<file path="src/rtl/mem_port_arbiter.sv">
// Shares one single-ported Ram between instruction fetch (IF) and load/store (LS).
// LS has fixed priority; a starvation counter forces IF through after repeated losses.
module mem_port_arbiter #(
    parameter int ADDR_W       = 32,
    parameter int DATA_W       = 32,
    parameter int STARVE_LIMIT = 3
) (
    input  logic              clk,
    input  logic              rst,
    input  logic              if_req,
    input  logic [ADDR_W-1:0] if_addr,
    output logic              if_gnt,
    output logic              if_rvalid,
    output logic [DATA_W-1:0] if_rdata,
    input  logic              ls_req,
    input  logic              ls_we,
    input  logic [ADDR_W-1:0] ls_addr,
    input  logic [DATA_W-1:0] ls_wdata,
    output logic              ls_gnt,
    output logic              ls_rvalid,
    output logic [DATA_W-1:0] ls_rdata,
    output logic [ADDR_W-1:0] mem_addr,
    output logic              mem_we,
    output logic [DATA_W-1:0] mem_wdata,
    input  logic [DATA_W-1:0] mem_rdata
);

    typedef enum logic [1:0] {
        IDLE   = 2'd0,
        ACCESS = 2'd1,
        RESP   = 2'd2
    } state_t;

    localparam logic [3:0] LIMIT = 4'(STARVE_LIMIT);

    state_t            r_state;
    state_t            w_next_state;
    logic [3:0]        r_starve_cnt;
    logic              r_owner_ls;
    logic              r_we;
    logic [ADDR_W-1:0] r_addr;
    logic [DATA_W-1:0] r_wdata;
    logic [DATA_W-1:0] r_if_rdata;
    logic [DATA_W-1:0] r_ls_rdata;

    logic w_arb;
    logic w_ls_win;
    logic w_if_win;

    // Gating with rst keeps both grants low while reset is held, so no
    // request is accepted before the first cycle after release.
    always_comb begin
        w_arb    = (r_state != ACCESS) && !rst;
        w_ls_win = w_arb && ls_req && !(if_req && (r_starve_cnt == LIMIT));
        w_if_win = w_arb && if_req && !w_ls_win;
    end

    always_ff @(posedge clk or posedge rst) begin
        if (rst) begin
            r_state <= IDLE;
        end else begin
            r_state <= w_next_state;
        end
    end

    always_comb begin
        w_next_state = r_state;
        case (r_state)
            IDLE:    w_next_state = (w_ls_win || w_if_win) ? ACCESS : IDLE;
            ACCESS:  w_next_state = RESP;
            RESP:    w_next_state = (w_ls_win || w_if_win) ? ACCESS : IDLE;
            default: w_next_state = IDLE;
        endcase
    end

    always_comb begin
        if_gnt    = w_if_win;
        ls_gnt    = w_ls_win;
        mem_we    = (r_state == ACCESS) && r_we;
        if_rvalid = (r_state == RESP) && !r_owner_ls;
        ls_rvalid = (r_state == RESP) && r_owner_ls;
    end

    // Request latch, read-data capture and starvation tracking.
    always_ff @(posedge clk or posedge rst) begin
        if (rst) begin
            r_starve_cnt <= '0;
            r_owner_ls   <= 1'b0;
            r_we         <= 1'b0;
            r_addr       <= '0;
            r_wdata      <= '0;
            r_if_rdata   <= '0;
            r_ls_rdata   <= '0;
        end else begin
            if (w_ls_win) begin
                r_owner_ls <= 1'b1;
                r_we       <= ls_we;
                r_addr     <= ls_addr;
                r_wdata    <= ls_wdata;
            end else if (w_if_win) begin
                r_owner_ls <= 1'b0;
                r_we       <= 1'b0;
                r_addr     <= if_addr;
            end

            if (w_if_win) begin
                r_starve_cnt <= '0;
            end else if (w_ls_win && if_req && (r_starve_cnt != LIMIT)) begin
                r_starve_cnt <= r_starve_cnt + 4'd1;
            end

            if ((r_state == ACCESS) && !r_we) begin
                if (r_owner_ls) begin
                    r_ls_rdata <= mem_rdata;
                end else begin
                    r_if_rdata <= mem_rdata;
                end
            end
        end
    end

    assign mem_addr  = r_addr;
    assign mem_wdata = r_wdata;
    assign if_rdata  = r_if_rdata;
    assign ls_rdata  = r_ls_rdata;

endmodule

</file>
<file path="config.mk">
export PLATFORM = sky130hd
export DESIGN_NAME = mem_port_arbiter
export DESIGN_NICKNAME = d
export VERILOG_FILES = /design/src/rtl/mem_port_arbiter.sv
export SDC_FILE = /design/constraint.sdc
export NUM_CORES = 1
export LEC_CHECK = 0
export BUFFER_PORTS_ARGS = -buffer_cell sky130_fd_sc_hd__buf_2
export CORE_ASPECT_RATIO = 1.1
export CORE_UTILIZATION = 25
export DETAILED_ROUTE_END_ITERATION = 16
export GPL_ROUTABILITY_DRIVEN = 0
export PLACE_DENSITY = 0.58
export SETUP_SLACK_MARGIN = 0.02
export SLEW_MARGIN = 40
export SYNTH_ARGS = -nofsm -noshare
export SYNTH_HDL_FRONTEND = slang
export SYNTH_SLANG_ARGS = --single-unit
</file>
<file path="constraint.sdc">
create_clock -name clk -period 12.1 [get_ports clk]
set_input_delay 1.815 -clock clk [delete_from_list [all_inputs] [get_ports clk]]
set_output_delay 1.815 -clock clk [all_outputs]
set_load 0.005 [all_outputs]
</file>
==> results.toml <==
[status]
status = "completed"

[logic_synthesis]
synth.distinct_cells = 28
synth-seq-cells = 136
netlist_area_um2 = 5440
syn_area_per_cell_um2 = 12.0
yosys_warnings = 0
syn-num-nets = 588
synth_cells = 454
synth-seq-area-share_pct = 62.6

[clocking]
cts_inserted_buffers = 17
cts_resized = 0
cts.clk_slew.worst_paths_ps = 60
clockBufferDepth = 2
post_cts_buffers = 0
cts_sinks = 136
cts_hold_buf = 0
cts_root_buf = "clkbuf_16"
cts_tree = "done"
clock_latency_ps = 420
htree_levels = 4

[layout]
fill_cells = 2143
multi_input_area_um2 = 1720
nNetsFinal = 855
syn2layout_area_growth_pct = 40.0
final_cells = 1025
seq_area_um2 = 3400
drive_gt1_share_pct = 50.8

[worst_setup_path]
rr_worst_depth = 6
cp-end-kind = "primary output"
worstPathArrival_ps = 3280
crit_buf_inv = 4
crit_family = "buffers and inverters"
worstPathMaxFanout = 37
crit_path_end = "if_gnt"
r2r-end = "mem_addr[7]$_DFFE_PP0P_"
crit_cells = 7
rr_startpoint = "r_state[0]$_DFF_PP0_"
crit_path_start_kind = "input pin"
cpPeakStageDelay_ps = 510
critPathLaunch = "rst"
crit_chain = "buf_2 -> nor2b_1 -> nand3_2 -> inv_2 -> nor2_4 -> buf_4 -> buf_2"
path_class = "in2out"
worstPathRequired_ps = 10280
rrSetupSlack_ps = 10050
cp_slowest_cell = "inv_2"
critPathMostFrequentCell = "buf_2"

[drt]
viasPerCell = 4.15
drt-wirelength-per-cell_um = 13.1
drt_iter0_drc = 196
drt-pass1-iter-count = 4
postRouteAntennaNets = 0
drc_errors = 0
wl_um = 13400
vias = 4250

[sta]
period_share_pct = 42.1
tightestPinTransition_ps = 705
fin_setup_tns_ps = 0
drv_slew = 0
relSlewSlack_pct = 53.0
setup_violations = 0
hold_slack_ps = 466
skew_ps = 10.3
hold_viol = 0
grt_setup_unrepaired = "false"
final.setup.worst_slack_ps = 7010
period_needed_ps = 5090
fmax_mhz = 196

[floorplan]
pin_count = 266
rows = 56
coreArea_um2 = 21300
die_w_um = 143
die_y_um = 157
die_area_um2 = 22300
start_util_pct = 25.5

[pwr]
p_leak_uw = 0.00389
peakVddDrop_uv = 83.8
power.total_uw = 1590
power_density_nw_per_um2 = 209

[global_route]
antenna_found_initial = 2
grt_pass1_wl_um = 20900
use_met1_pct = 14.1
grt_pass1_vias = 4093
grt_overflow = 0
busiest_layer = "met2"
grt_max_degree = 84
use_met3_pct = 4.96
met2_usage_pct = 19.7
track_usage_pct = 12.2

[placed_design]
dp_hpwl_um = 9420
portBuffers = 265
dp.cells = 992
place_ws_ps = 7000

[worst_hold_path]
min-delay-path-class = "reg2reg"

[run]
drv_cap = 0
## sequential cells by signal, summed over array words and instances, names as in the netlist
signal and cells:
if_rdata 32, ls_rdata 32, mem_addr 32, mem_wdata 32
r_owner_ls 1, r_starve_cnt 4, r_state 2, r_we 1
## synth_stat cells
| master | number | area [um2] |
|---|---|---|
| dfrtp_1 | 136 | 3400 |
| nand2_1 | 101 | 379 |
| mux2_2 | 52 | 586 |
| inv_1 | 35 | 131 |
| a21oi_1 | 33 | 165 |
| o22ai_1 | 32 | 200 |
| buf_2 | 11 | 55.1 |
| buf_6 | 10 | 113 |
| mux2_4 | 10 | 150 |
| o21ai_0 | 7 | 35.0 |
| nand2b_1 | 4 | 25.0 |
| inv_2 | 2 | 7.51 |
| mux2_1 | 2 | 22.5 |
| nand3_1 | 2 | 10.0 |
| nor2b_1 | 2 | 12.5 |
| nor3_4 | 2 | 32.5 |
| nor3b_1 | 2 | 15.0 |
| a21oi_4 | 1 | 16.3 |
| and3_1 | 1 | 6.26 |
| buf_4 | 1 | 7.51 |
| clkbuf_1 | 1 | 3.75 |
| ha_1 | 1 | 12.5 |
| nand3_2 | 1 | 10.0 |
| nand4bb_1 | 1 | 11.3 |
| nor2_1 | 1 | 3.75 |
| nor2_4 | 1 | 11.3 |
| nor3_1 | 1 | 5.00 |
| o31ai_1 | 1 | 7.51 |
## power breakdown
| part | switching [uW] | internal [uW] | total, uW |
|---|---|---|---|
| clock network | 200 | 324 | 524 |
| registers | 70.7 | 603 | 674 |
| logic | 166 | 226 | 392 |
## area by class of cell
type / count / area share (%)
clock inverter: 15 / 2.32
sequential: 136 / 44.7
tap: 290 / 4.77
inverter: 37 / 1.92
timing repair buffer: 271 / 18.1
antenna: 1 / 0.0329
clock buffer: 17 / 5.59
multi-input combinational: 258 / 22.6
## worst reg2reg max path: stages (launching register included)
cell      delay [ps]
dfrtp_1          400
nand2b_1         370
nand3_2          140
inv_2            510
nor2_4            60
buf_4            260
a21oi_1          220
## layer usage
| metal | part of all wire [%] | wire length [um] |
|---|---|---|
| met5 | 0.097 | 13 |
| met4 | 1.7 | 231 |
| met3 | 9.0 | 1210 |
| met2 | 48 | 6450 |
| met1 | 41 | 5500 |
## placed cells by master, fill, tap and decap left out, drive strengths merged
master / instances
a21oi: 34
nor3: 3
nor3b: 2
buf: 271
nand2: 101
nand3: 3
nand2b: 4
o21ai: 7
clkbuf: 17
ha: 1
mux2: 64
nor2: 2
o22ai: 32
inv: 39
clkinv: 7
nand4bb: 1
clkinvlp: 3
diode: 1
bufinv: 3
and3: 1
nor2b: 2
dfrtp: 136
o31ai: 1
## worst min path at each step
stage                                     start  slack [ps]  depth (start not counted)                           to
global placement      mem_wdata[16]$_DFFE_PP0N_         450                          2    mem_wdata[16]$_DFFE_PP0N_
global route           mem_wdata[7]$_DFFE_PP0N_         480                          2     mem_wdata[7]$_DFFE_PP0N_
detailed placement    mem_wdata[16]$_DFFE_PP0N_         460                          2    mem_wdata[16]$_DFFE_PP0N_
floorplan           r_starve_cnt[3]$_DFFE_PP0P_         440                          1  r_starve_cnt[3]$_DFFE_PP0P_
finish                 mem_wdata[7]$_DFFE_PP0N_         470                          2     mem_wdata[7]$_DFFE_PP0N_
CTS                   mem_wdata[16]$_DFFE_PP0N_         470                          2    mem_wdata[16]$_DFFE_PP0N_
## logic make-up after synthesis
| kind of cell | count (synthesis) | share of synthesized area (%) |
|---|---|---|
| flip-flops | 136 | 62.6 |
| AND/OR/NAND/NOR | 119 | 9.59 |
| AO/OA/AOI/OAI | 74 | 7.80 |
| multiplexers | 64 | 13.9 |
| buffers and inverters | 60 | 5.84 |
| adder cells (fa/ha/maj) | 1 | 0.230 |
## metrics by stage
step / area (um2) / util [%]
after floorplan: 5440 / -
after global placement: 6990 / 32.8
after detailed placement: 7010 / 32.9
after CTS: 7610 / 35.7
after global routing: 7610 / 35.7
final: 7610 / 35.7
Power figures use the tool's default switching activity.
